File: src/rtl/rvfpm_pkg.sv
// Shared types and default widths for the rvfpm issue queue.
package rvfpm_pkg;

  localparam int unsigned IQ_DEF_ID_WIDTH = 4;
  localparam int unsigned IQ_DEF_DEPTH    = 4;
  localparam int unsigned IQ_DEF_XLEN     = 32;

  // Per-entry lifecycle.
  typedef enum logic [1:0] {
    EMPTY,
    PENDING,
    COMMITTED,
    KILLED
  } iq_state_t;

  // One queue slot at the default widths.
  typedef struct packed {
    logic [31:0]                instr;
    logic [IQ_DEF_ID_WIDTH-1:0] id;
    logic [IQ_DEF_XLEN-1:0]     rs1;
    logic [IQ_DEF_XLEN-1:0]     rs2;
    iq_state_t                  state;
  } iq_entry_t;

endpackage

File: src/rtl/rvfpm_issue_queue.sv
// Issue queue between the CV-X-IF issue/commit interfaces and the rvfpm
// pipeline. Entries wait as PENDING until committed or killed; committed
// entries leave in program order, killed ones are dropped at the head.
// Optional feature: define RVFPM_IQ_BYPASS_EN to allow same-cycle
// issue+commit to reach out_* combinationally when the queue is empty.
module rvfpm_issue_queue
  import rvfpm_pkg::*;
#(
  parameter int unsigned X_ID_WIDTH  = IQ_DEF_ID_WIDTH,
  parameter int unsigned QUEUE_DEPTH = IQ_DEF_DEPTH,
  parameter int unsigned XLEN        = IQ_DEF_XLEN
) (
  input  logic                               ck,
  input  logic                               rst,
  input  logic                               in_valid,
  output logic                               in_ready,
  input  logic [31:0]                        in_instr,
  input  logic [X_ID_WIDTH-1:0]              in_id,
  input  logic [XLEN-1:0]                    in_rs1,
  input  logic [XLEN-1:0]                    in_rs2,
  input  logic                               commit_valid,
  input  logic [X_ID_WIDTH-1:0]              commit_id,
  input  logic                               commit_kill,
  output logic                               out_valid,
  input  logic                               out_ready,
  output logic [31:0]                        out_instr,
  output logic [X_ID_WIDTH-1:0]              out_id,
  output logic [XLEN-1:0]                    out_rs1,
  output logic [XLEN-1:0]                    out_rs2,
  output logic [$clog2(QUEUE_DEPTH+1)-1:0]   count,
  output logic                               empty,
  output logic                               full
);

  localparam int unsigned PTR_W = $clog2(QUEUE_DEPTH);
  localparam int unsigned CNT_W = $clog2(QUEUE_DEPTH + 1);
  localparam logic [PTR_W-1:0] LAST_IDX = PTR_W'(QUEUE_DEPTH - 1);
  localparam logic [CNT_W-1:0] FULL_CNT = CNT_W'(QUEUE_DEPTH);

  logic [31:0]           instr_q [QUEUE_DEPTH];
  logic [X_ID_WIDTH-1:0] id_q    [QUEUE_DEPTH];
  logic [XLEN-1:0]       rs1_q   [QUEUE_DEPTH];
  logic [XLEN-1:0]       rs2_q   [QUEUE_DEPTH];
  iq_state_t             state_q [QUEUE_DEPTH];
  iq_state_t             state_d [QUEUE_DEPTH];

  logic [PTR_W-1:0] head_q, tail_q;
  logic [CNT_W-1:0] count_q, count_d;
  logic             empty_q, full_q;

  logic head_commit, push, write, pop, drop;

  function automatic logic [PTR_W-1:0] ptr_inc(input logic [PTR_W-1:0] p);
    return (p == LAST_IDX) ? '0 : p + 1'b1;
  endfunction

  assign in_ready    = !full_q && !rst;
  assign push        = in_valid && in_ready;
  assign head_commit = (state_q[head_q] == COMMITTED) && !rst;
  assign pop         = head_commit && out_ready;
  assign drop        = (state_q[head_q] == KILLED) && !rst;

`ifdef RVFPM_IQ_BYPASS_EN
  logic bypass;
  assign bypass    = empty_q && in_valid && !rst && commit_valid &&
                     (commit_id == in_id) && !commit_kill;
  assign out_valid = head_commit || bypass;
  assign out_instr = bypass ? in_instr : instr_q[head_q];
  assign out_id    = bypass ? in_id    : id_q[head_q];
  assign out_rs1   = bypass ? in_rs1   : rs1_q[head_q];
  assign out_rs2   = bypass ? in_rs2   : rs2_q[head_q];
  // A bypassed instruction that is accepted never occupies a slot; if the
  // pipeline stalls it is written and the same-cycle commit marks it.
  assign write     = push && !(bypass && out_ready);
`else
  assign out_valid = head_commit;
  assign out_instr = instr_q[head_q];
  assign out_id    = id_q[head_q];
  assign out_rs1   = rs1_q[head_q];
  assign out_rs2   = rs2_q[head_q];
  assign write     = push;
`endif

  assign count = count_q;
  assign empty = empty_q;
  assign full  = full_q;

  // Next entry states: free the head, claim the tail, then apply the commit
  // so an entry written this cycle can be committed in the same cycle.
  always_comb begin
    for (int unsigned i = 0; i < QUEUE_DEPTH; i++) begin
      state_d[i] = state_q[i];
    end
    if (pop || drop) begin
      state_d[head_q] = EMPTY;
    end
    if (write) begin
      state_d[tail_q] = PENDING;
    end
    if (commit_valid) begin
      for (int unsigned i = 0; i < QUEUE_DEPTH; i++) begin
        if ((state_d[i] == PENDING) &&
            (((write && (PTR_W'(i) == tail_q)) ? in_id : id_q[i]) == commit_id)) begin
          state_d[i] = commit_kill ? KILLED : COMMITTED;
        end
      end
    end
  end

  // Occupancy after this edge.
  always_comb begin
    count_d = count_q + CNT_W'(write) - CNT_W'(pop || drop);
  end

  // Control state: entry states, pointers and registered status flags.
  always_ff @(posedge ck) begin
    if (rst) begin
      for (int unsigned i = 0; i < QUEUE_DEPTH; i++) begin
        state_q[i] <= EMPTY;
      end
      head_q  <= '0;
      tail_q  <= '0;
      count_q <= '0;
      empty_q <= 1'b1;
      full_q  <= 1'b0;
    end else begin
      for (int unsigned i = 0; i < QUEUE_DEPTH; i++) begin
        state_q[i] <= state_d[i];
      end
      if (write) begin
        tail_q <= ptr_inc(tail_q);
      end
      if (pop || drop) begin
        head_q <= ptr_inc(head_q);
      end
      count_q <= count_d;
      empty_q <= (count_d == '0);
      full_q  <= (count_d == FULL_CNT);
    end
  end

  // Payload storage; contents only matter while the slot is non-EMPTY.
  always_ff @(posedge ck) begin
    if (write) begin
      instr_q[tail_q] <= in_instr;
      id_q[tail_q]    <= in_id;
      rs1_q[tail_q]   <= in_rs1;
      rs2_q[tail_q]   <= in_rs2;
    end
  end

endmodule

File: config.mk
export PLATFORM = sky130hd
export DESIGN_NAME = rvfpm_issue_queue
export DESIGN_NICKNAME = d
export VERILOG_FILES = /design/src/rtl/rvfpm_pkg.sv /design/src/rtl/rvfpm_issue_queue.sv
export SDC_FILE = /design/constraint.sdc
export NUM_CORES = 1
export LEC_CHECK = 0
export ABC_AREA = 1
export BUFFER_PORTS_ARGS = -buffer_cell sky130_fd_sc_hd__buf_4
export CORE_MARGIN = 2
export CORE_UTILIZATION = 49
export CTS_CLUSTER_DIAMETER = 60
export DETAILED_ROUTE_END_ITERATION = 8
export HOLD_SLACK_MARGIN = 0.15
export PLACE_DENSITY = 0.74
export SYNTH_ARGS = -nofsm -noshare
export SYNTH_HDL_FRONTEND = slang
export SYNTH_SLANG_ARGS = --single-unit
File: constraint.sdc
create_clock -name ck -period 6.85 [get_ports ck]
set_input_delay 1.37 -clock ck [delete_from_list [all_inputs] [get_ports ck]]
set_output_delay 1.37 -clock ck [all_outputs]
set_load 0.01 [all_outputs]
# Word level (Yosys, flattened, before mapping)

Memory sizes are Yosys's and may differ from the RTL's. A register that Yosys moved wholly into a read port is not among the register bits.
Cells that the tools add are included.

$add $sub $neg: 4
Multiply operators: 0
Divide/modulo/power cells: 0
Order comparisons: 4
Eq/ne operators: 16
Shifts and indexed selects: 0
Mux-type cells: 37
Bitwise operators: 11
Reduce and logical (&&, ||, !) cells: 20

Operators with widths:

| cell                  | count |
|---|---|
| $mux W2               | 22 |
| $mux W8               | 3 |
| $eq A4 B4 Y1          | 4 |
| $mux W4               | 4 |
| $logic_and A1 B1 Y1   | 15 |
| $and A8 B8 Y8         | 1 |
| $demux W2 S2          | 2 |
| $eq A2 B1 Y1 const B  | 4 |
| $eq A2 B2 Y1 const B  | 4 |
| $not A8 Y8            | 1 |
| $ge A3 B3 Y1 const B  | 2 |
| $lt A3 B1 Y1 const B  | 2 |
| $mux W1               | 6 |
| $not A2 Y3            | 2 |
| $add A2 B1 Y2 const B | 2 |
| $and A4 B4 Y4         | 1 |
| $eq A2 B2 Y1 const A  | 2 |
| $not A4 Y4            | 1 |
| $or A1 B1 Y1          | 4 |
| $or A4 B4 Y4          | 1 |
| $add A3 B1 Y3         | 1 |
| $eq A3 B3 Y1 const B  | 1 |
| $logic_not A3 Y1      | 1 |
| $sub A3 B1 Y3         | 1 |
| 4 further kinds       | 5 |

Register bits: 9
Latch bits: 0
RAM bits: 408
Memory bits (read-only): 0
Input port bits: 110
Output and inout port bits: 107
Logic and storage cells: 102
Memories: 5

Memory list:

| memory  | words | width | rd ports | clocked after Yosys merged registers in | wr ports | line                    | text |
|---|---|---|---|---|---|---|---|
| instr_q | 4     | 32    | 1        | 1                                       | 1        | rvfpm_issue_queue.sv:40 | `logic [31:0] instr_q [QUEUE_DEPTH];` |
| rs1_q   | 4     | 32    | 1        | 1                                       | 1        | rvfpm_issue_queue.sv:42 | `logic [XLEN-1:0] rs1_q [QUEUE_DEPTH];` |
| rs2_q   | 4     | 32    | 1        | 1                                       | 1        | rvfpm_issue_queue.sv:43 | `logic [XLEN-1:0] rs2_q [QUEUE_DEPTH];` |
| id_q    | 4     | 4     | 5        | 1                                       | 1        | rvfpm_issue_queue.sv:41 | `logic [X_ID_WIDTH-1:0] id_q [QUEUE_DEPTH];` |
| state_q | 4     | 2     | 5        | 1                                       | 4        | rvfpm_issue_queue.sv:44 | `iq_state_t state_q [QUEUE_DEPTH];` |

# Longest topological paths before layout

Gate-level depths: netlist of run 1.

Word-level depth: 15
Gate-level depth with buffers: 15
Depth with buffers taken out: 15

# Worst setup path before layout of run 1

No wires, ideal clock.

Path type: input -> register
Start: in rst
End: mem id_q[0][0] (netlist bit) (enable)
Library setup time: 453 ps
Arrival: 3722 ps
Required time: 6397 ps
Setup slack: 2675 ps
Cell stages on the path: 4
Path buffers: 1
Path through: nor2_4 buf_6 nand3_4 inv_1

Cells in the longest elaborated chain, start to end: 5

Ends and longest elaborated chain:

| element                       | line                     | text |
|---|---|---|
| start: declaration            | rvfpm_issue_queue.sv:14  | `input logic rst,` |
| $logic_not A1 Y1              | rvfpm_issue_queue.sv:57  | `assign in_ready = !full_q && !rst;` |
| $logic_and A1 B1 Y1           | rvfpm_issue_queue.sv:57  |  |
| $logic_and A1 B1 Y1           | rvfpm_issue_queue.sv:58  | `assign push = in_valid && in_ready;` |
| $mux W1                       | rvfpm_issue_queue.sv:144 | `if (write) begin` |
| $mux W1 (not written as such) | rvfpm_issue_queue.sv:146 | `id_q[tail_q] <= in_id;` |
| end: declaration              | rvfpm_issue_queue.sv:41  |  |

Every way passes these cells.

==> results of run 1 <==
==> worst max-delay path, cell delays in order (launching register included) <==
cell and delay [ps]:
dfxtp_4 980, buf_4 960, o21ai_0 220, o22ai_1 390, buf_4 200
==> state kept, by name (all words and copies together), names as in the netlist, named ones only <==
signal,cells
count,3
state_q,8
rs2_q,128
full,1
empty,1
tail_q,2
instr_q,128
head_q,2
id_q,16
rs1_q,128
==> metrics by stage <==
| step | hold WS (ps) | utilization | power (W) | instance area, um2 |
|---|---|---|---|---|
| 2_1_floorplan | 491.4 | - | 0.003226 | 16550 |
| 3_3_place_gp | 517.8 | 0.5546 | 0.003459 | 18500 |
| 3_5_place_dp | 551.1 | 0.5546 | 0.003471 | 18500 |
| 4_1_cts | 556.0 | 0.5963 | 0.005749 | 19900 |
| 5_1_grt | 596.3 | 0.5964 | 0.005891 | 19900 |
| 6_report | 552.4 | 0.5965 | 0.005708 | 19900 |
==> worst paths after layout <==
check / from / slack, ps / to / depth (start not counted)
setup / recovery: flop / 2110 / out_rs2[7] / 4
hold / removal: tail_q[0] / 550 / tail_q[0] / 1
setup reg to reg: flop / 2710 / empty / 14
hold reg to reg: tail_q[0] / 550 / tail_q[0] / 1
==> synth_stat cells, drive strengths merged (10+ instances only) <==
cell type / count / area [um2]
inv: 67 / 251.5
nor2: 226 / 855.8
o21ai: 200 / 1001
buf: 11 / 70.07
clkbuf: 66 / 247.7
edfxtp: 400 / 12010
a21oi: 22 / 110.1
nand3: 37 / 227.7
dfxtp: 19 / 380.4
ha: 10 / 125.1
nand4: 28 / 175.2
o22ai: 96 / 600.6
nand2: 119 / 446.7
==> power breakdown <==
| part | total (W) | leakage, nW | switching (W) | internal (W) |
|---|---|---|---|---|
| registers | 0.00295 | 3.79 | 0.0000317 | 0.00292 |
| logic | 0.000464 | 2.96 | 0.000284 | 0.000180 |
| clock network | 0.00229 | 0.682 | 0.000898 | 0.00140 |
==> final cells by class <==
type | instances | area share
antenna | 2 | 0.0002515
clock buffer | 58 | 0.05948
clock inverter | 16 | 0.01044
inverter | 68 | 0.01358
multi-input combinational | 742 | 0.1803
sequential | 419 | 0.6230
tap | 448 | 0.02817
timing repair buffer | 225 | 0.08488
==> cell usage in the layout (no fill, tap or decap), types with 4 or more instances in the layout <==
cell type | Yosys | routed
ha_1 | 10 | 10
o21ai_0 | 200 | 200
buf_4 | 1 | 225
inv_4 | 0 | 4
clkbuf_1 | 66 | 11
clkinv_1 | 1 | 5
nand4_1 | 28 | 28
clkinv_2 | 0 | 5
edfxtp_1 | 400 | 400
inv_1 | 66 | 61
bufinv_16 | 0 | 5
nand2_1 | 119 | 119
a21oi_1 | 22 | 22
nand3_1 | 33 | 33
dfxtp_1 | 19 | 17
nor2_1 | 225 | 225
o22ai_1 | 96 | 96
clkbuf_16 | 0 | 44
==> layer usage <==
metal / vias up / routed length, um / track usage
li1: 5143 / - / -
met1: 5277 / 15390 / 0.2692
met2: 343 / 18230 / 0.3469
met3: 67 / 2470 / 0.04436
met4: 2 / 1088 / 0.07511
met5: - / 11 / 0
==> logic make-up after synthesis <==
logic type | after synthesis | share of synthesized area
adder cells (fa/ha/maj) | 11 | 0.008769
flip-flops | 419 | 0.7487
AND/OR/NAND/NOR | 410 | 0.1030
buffers and inverters | 145 | 0.03462
XOR/XNOR | 2 | 0.001058
AO/OA/AOI/OAI | 319 | 0.1039
==> results.cfg, run 1 <==
[placement]
port_buffers = 216
place_inst = 1902
post-place-ws_ps = 2563
dp_hpwl_um = 21310
globalplace.congestion = 0.8710

[global_routing]
grt.overflow.total = 0
grt_pass1_wl_um = 57180
antenna_found_initial = 3
grt_pass1_vias = 10610
grt_max_degree = 168
track_usage = 0.2075

[die]
die_w_um = 187.8
coreArea_mm2 = 0.03336
row_count = 67
die-area_mm2 = 0.03527
top_level_ports = 217
die_h_um = 187.8
start_util = 0.4961

[yosys]
yosys_warnings = 0
netlist_instances = 1306
synth_edf_count = 400
syn-num-nets = 1427
synth_flop_cell = edfxtp_1
avgSynthCellArea_um2 = 12.67
ys_types = 24
synth_seq_cells = 419
seq_area_frac_synth = 0.7487
synthArstFlopShare = 0
syn_area_mm2 = 0.01655

[timing]
timing.fmax_mhz = 211.0
final-hold-violation-count = 0
maxSlewHeadroom = 0.2034
skew_ps = 22.13
period_share = 0.6919
setup_slack_ps = 2111
setup_viol = 0
rsz0062_at_grt = false
max_slew.worst_pin.slew_ps = 1195
drv_slew = 0
min_period_ps = 4739
setup_tns_ps = 0

[final_layout]
fill_cells = 2648
instances_no_fill = 1978
drive_gt1_frac = 0.1944
area_growth_pct = 20.23
layout.nets = 1619
multiInputGateArea_mm2 = 0.003587
regArea_mm2 = 0.01240

[run]
cap_violations = 0

[drt]
vias = 10830
wire_per_inst_um = 18.80
vias_per_cell = 5.476
drt_iter0_markers = 838
remaining_drc_errors = 0
routed_wl_um = 37190
drtPass1Iterations = 6
drtAntennaViolNets = 0

[run_status]
outcome = finished, final reports clean

[worst_setup_path]
worstSetupStartpointType = flop
cp-end-kind = output pin
worst_ep_required_time_ps = 5480
critPathMaxFanout = 108
critPathKind = flop to output pin
cp.arrival_ps = 3370

[clock_network]
cts_buffers = 42
cts_resized = 0
cts_setup_buffers = 0
clk_path_buf_depth = 3
cts_tree = done
cts.sinks = 419
clk_pin_slew_worst_paths_ps = 60
cts.hold.buffers_added = 0
clock-root-buffer = clkbuf_16
clk_latency_ps = 540
htreeDepth = 2

[power]
leakage_nw = 7.431
ir_drop_v = 0.0002180
power.density_mw_per_mm2 = 286.8

[min_path]
min_path_type = flop to flop
Note: power is estimated with default switching activity, not from simulation.
==> run 2, diff against run 1 <==
- ABC_AREA: 1 -> 0
- PLACE_DENSITY: 0.74 -> 0.75
- clock period: 6.85 -> 4.7 ns (I/O delays scaled with it)
==> run 2 against run 1 <==
  * Via count down 30%
  * Sequential share of layout area up 1.8 points
  * Die area down 4.4%
  * Final cell count down 31%
  * Synthesized area down 4.5%
  * Synthesized cell count down 47%
  * Hold slack worse by 46 ps
  * Global-route usage down 3.0 points
  * Register-to-register slack worse by 1200 ps
  * Highest routed layer is now met4
==> results.cfg, run 2 <==
[timing]
timing.fmax_mhz = 302.1
period_share = 0.7043
maxSlewHeadroom = 0.3276
rsz0062_at_grt = false
final-hold-violation-count = 0
max_slew.worst_pin.slew_ps = 1009
drv_slew = 0
setup_tns_ps = 0
setup_viol = 0
skew_ps = 8.977
min_period_ps = 3310

[final_layout]
layout.nets = 1053
instances_no_fill = 1367
area_growth_pct = 22.38
n_antenna_cell = 0
layout_common_cells = edfxtp_1, buf_4, mux4_2, clkbuf_16, dfxtp_1
reg_top3 = instr_q: 128 flops, rs1_q: 128 flops, rs2_q: 128 flops
final_common_cell = edfxtp_1
drive_gt1_frac = 0.4166

[global_routing]
grt.overflow.total = 0
antenna_found_initial = 0
grt_max_degree = 68
grt_pass1_vias = 8005
track_usage = 0.1774
grt_pass1_wl_um = 45620

[worst_setup_path]
r2r_end = full
cp-end-kind = output pin
cp.arrival_ps = 2370
worst_ep_required_time_ps = 3760
rr_worst_depth = 12
regToRegSetupSlack_ps = 1480
worstSetupStartpointType = flop
critPathMaxFanout = 67
critPathKind = flop to output pin

[clock_network]
clk_path_buf_depth = 3
clk_pin_slew_worst_paths_ps = 60
cts_resized = 0
cts.sinks = 419
clk_latency_ps = 530
htreeDepth = 2
cts_setup_buffers = 0
cts.hold.buffers_added = 0
cts_tree = done
clock-root-buffer = clkbuf_16
cts_buffers = 43

[drt]
routed_wl_um = 29650
drtAntennaViolNets = 0
wire_per_inst_um = 21.69
drt_iter0_markers = 566
drtPass1Iterations = 5
vias_per_cell = 5.547
vias = 7583
remaining_drc_errors = 0

[min_path]
hold-path-cell-count = 2
holdCritStartpoint = state_q[0][1]
min_path_type = flop to flop
hold_path_end = state_q[0][1]

[yosys]
netlist_instances = 686
syn-num-nets = 807
yosysTopAreaCellShare = 0.7597
syn_area_mm2 = 0.01581
synth.largest_area_cell = edfxtp_1
seq_area_frac_synth = 0.7837
synth.area.top_cells = edfxtp_1, mux4_2, dfxtp_1, mux2i_1, ha_1
synth.most_common_cell = edfxtp_1
ys_types = 48
synthArstFlopShare = 0
avgSynthCellArea_um2 = 23.05
yosys_warnings = 0
synth_common_cells = edfxtp_1, mux4_2, dfxtp_1
synth_flop_cell = edfxtp_1
synth_edf_count = 400
synth_seq_cells = 419

[die]
die_h_um = 183.6
top_level_ports = 217
row_count = 65
die_w_um = 183.6
start_util = 0.4998
die-area_mm2 = 0.03372
coreArea_mm2 = 0.03164

[run_status]
outcome = finished, final reports clean

[power]
ir_drop_v = 0.0002444
clockPowerShare = 0.401
seqPwrFrac = 0.529
leakage_nw = 6.476
combinationalPowerShare = 0.070
switching_share = 0.2053
p_int_w = 0.006441
p_sw_w = 0.001664
power.density_mw_per_mm2 = 418.9

[placement]
dp_hpwl_um = 18160
globalplace.congestion = 0.7551
port_buffers = 216
place_inst = 1289

[run]
cap_violations = 0
## run 2: area by class of cell
class	instances	area, um2
sequential	419	12400
fill	2193	12290
multi-input combinational	222	3251
timing repair buffer	229	1769
clock buffer	58	1132
tap	402	503.0
clock inverter	20	224.0
inverter	17	71.32
## run 2: critical path, stage by stage, from the launching register on
cell     delay, ps
dfxtp_4        390
buf_4          720
mux4_2         440
buf_4          160
## run 2: through the flow
| stage | cell area [um2] | util | power (W) | hold WS (ps) | worst slack [ps] |
|---|---|---|---|---|---|
| after floorplan | 15810 | - | 0.004632 | 473.8 | 1186 |
| final | 19350 | 0.6116 | 0.008106 | 506.2 | 1390 |
| after CTS | 19350 | 0.6116 | 0.008200 | 506.2 | 1347 |
| after global routing | 19350 | 0.6116 | 0.008384 | 559.9 | 1144 |
| after detailed placement | 17990 | 0.5688 | 0.004940 | 498.9 | 1178 |
| after global placement | 17990 | 0.5688 | 0.004921 | 492.2 | 1274 |
## run 2: how the worst max path moves through the flow
stage / from / endpoint / slack (ps) / depth (start not counted)
final: flop / out_rs1[4] / 1390 / 3
after global routing: flop / full / 1140 / 12
after CTS: flop / out_instr[8] / 1350 / 3
after detailed placement: rst / full / 1180 / 12
after global placement: rst / full / 1270 / 12
after floorplan: rst / state_q[0][0] / 1190 / 8
## run 2: power groups by stage
stage | clock network (W) | registers, W | logic, W
finish | 0.00325 | 0.00429 | 0.000563
global route | 0.00347 | 0.00430 | 0.000612
CTS | 0.00334 | 0.00429 | 0.000574
detailed placement | 0 | 0.00437 | 0.000572
global placement | 0 | 0.00436 | 0.000562
floorplan | 0 | 0.00436 | 0.000269
## run 2: per-layer routing
layer	track usage	up-vias	part of all wire	routed length, um
met5	0	-	0	0
met4	0.05312	0	0.025	729
met3	0.03605	57	0.073	2170
met2	0.2859	266	0.48	14260
met1	0.2481	3875	0.42	12490
li1	-	3385	-	-
## run 2: kinds of logic (layout without fill, tap and decap cells)
family	Yosys count	count (layout)	synth area share
AOI/OAI and AO/OA	34	34	0.01725
and+or+nand+nor	52	52	0.01994
DFF	419	419	0.7837
adders and majority gates	11	11	0.009179
xor gates and xnor gates	10	10	0.005539
muxes	115	115	0.1527
buffers and inverters	45	324	0.01163
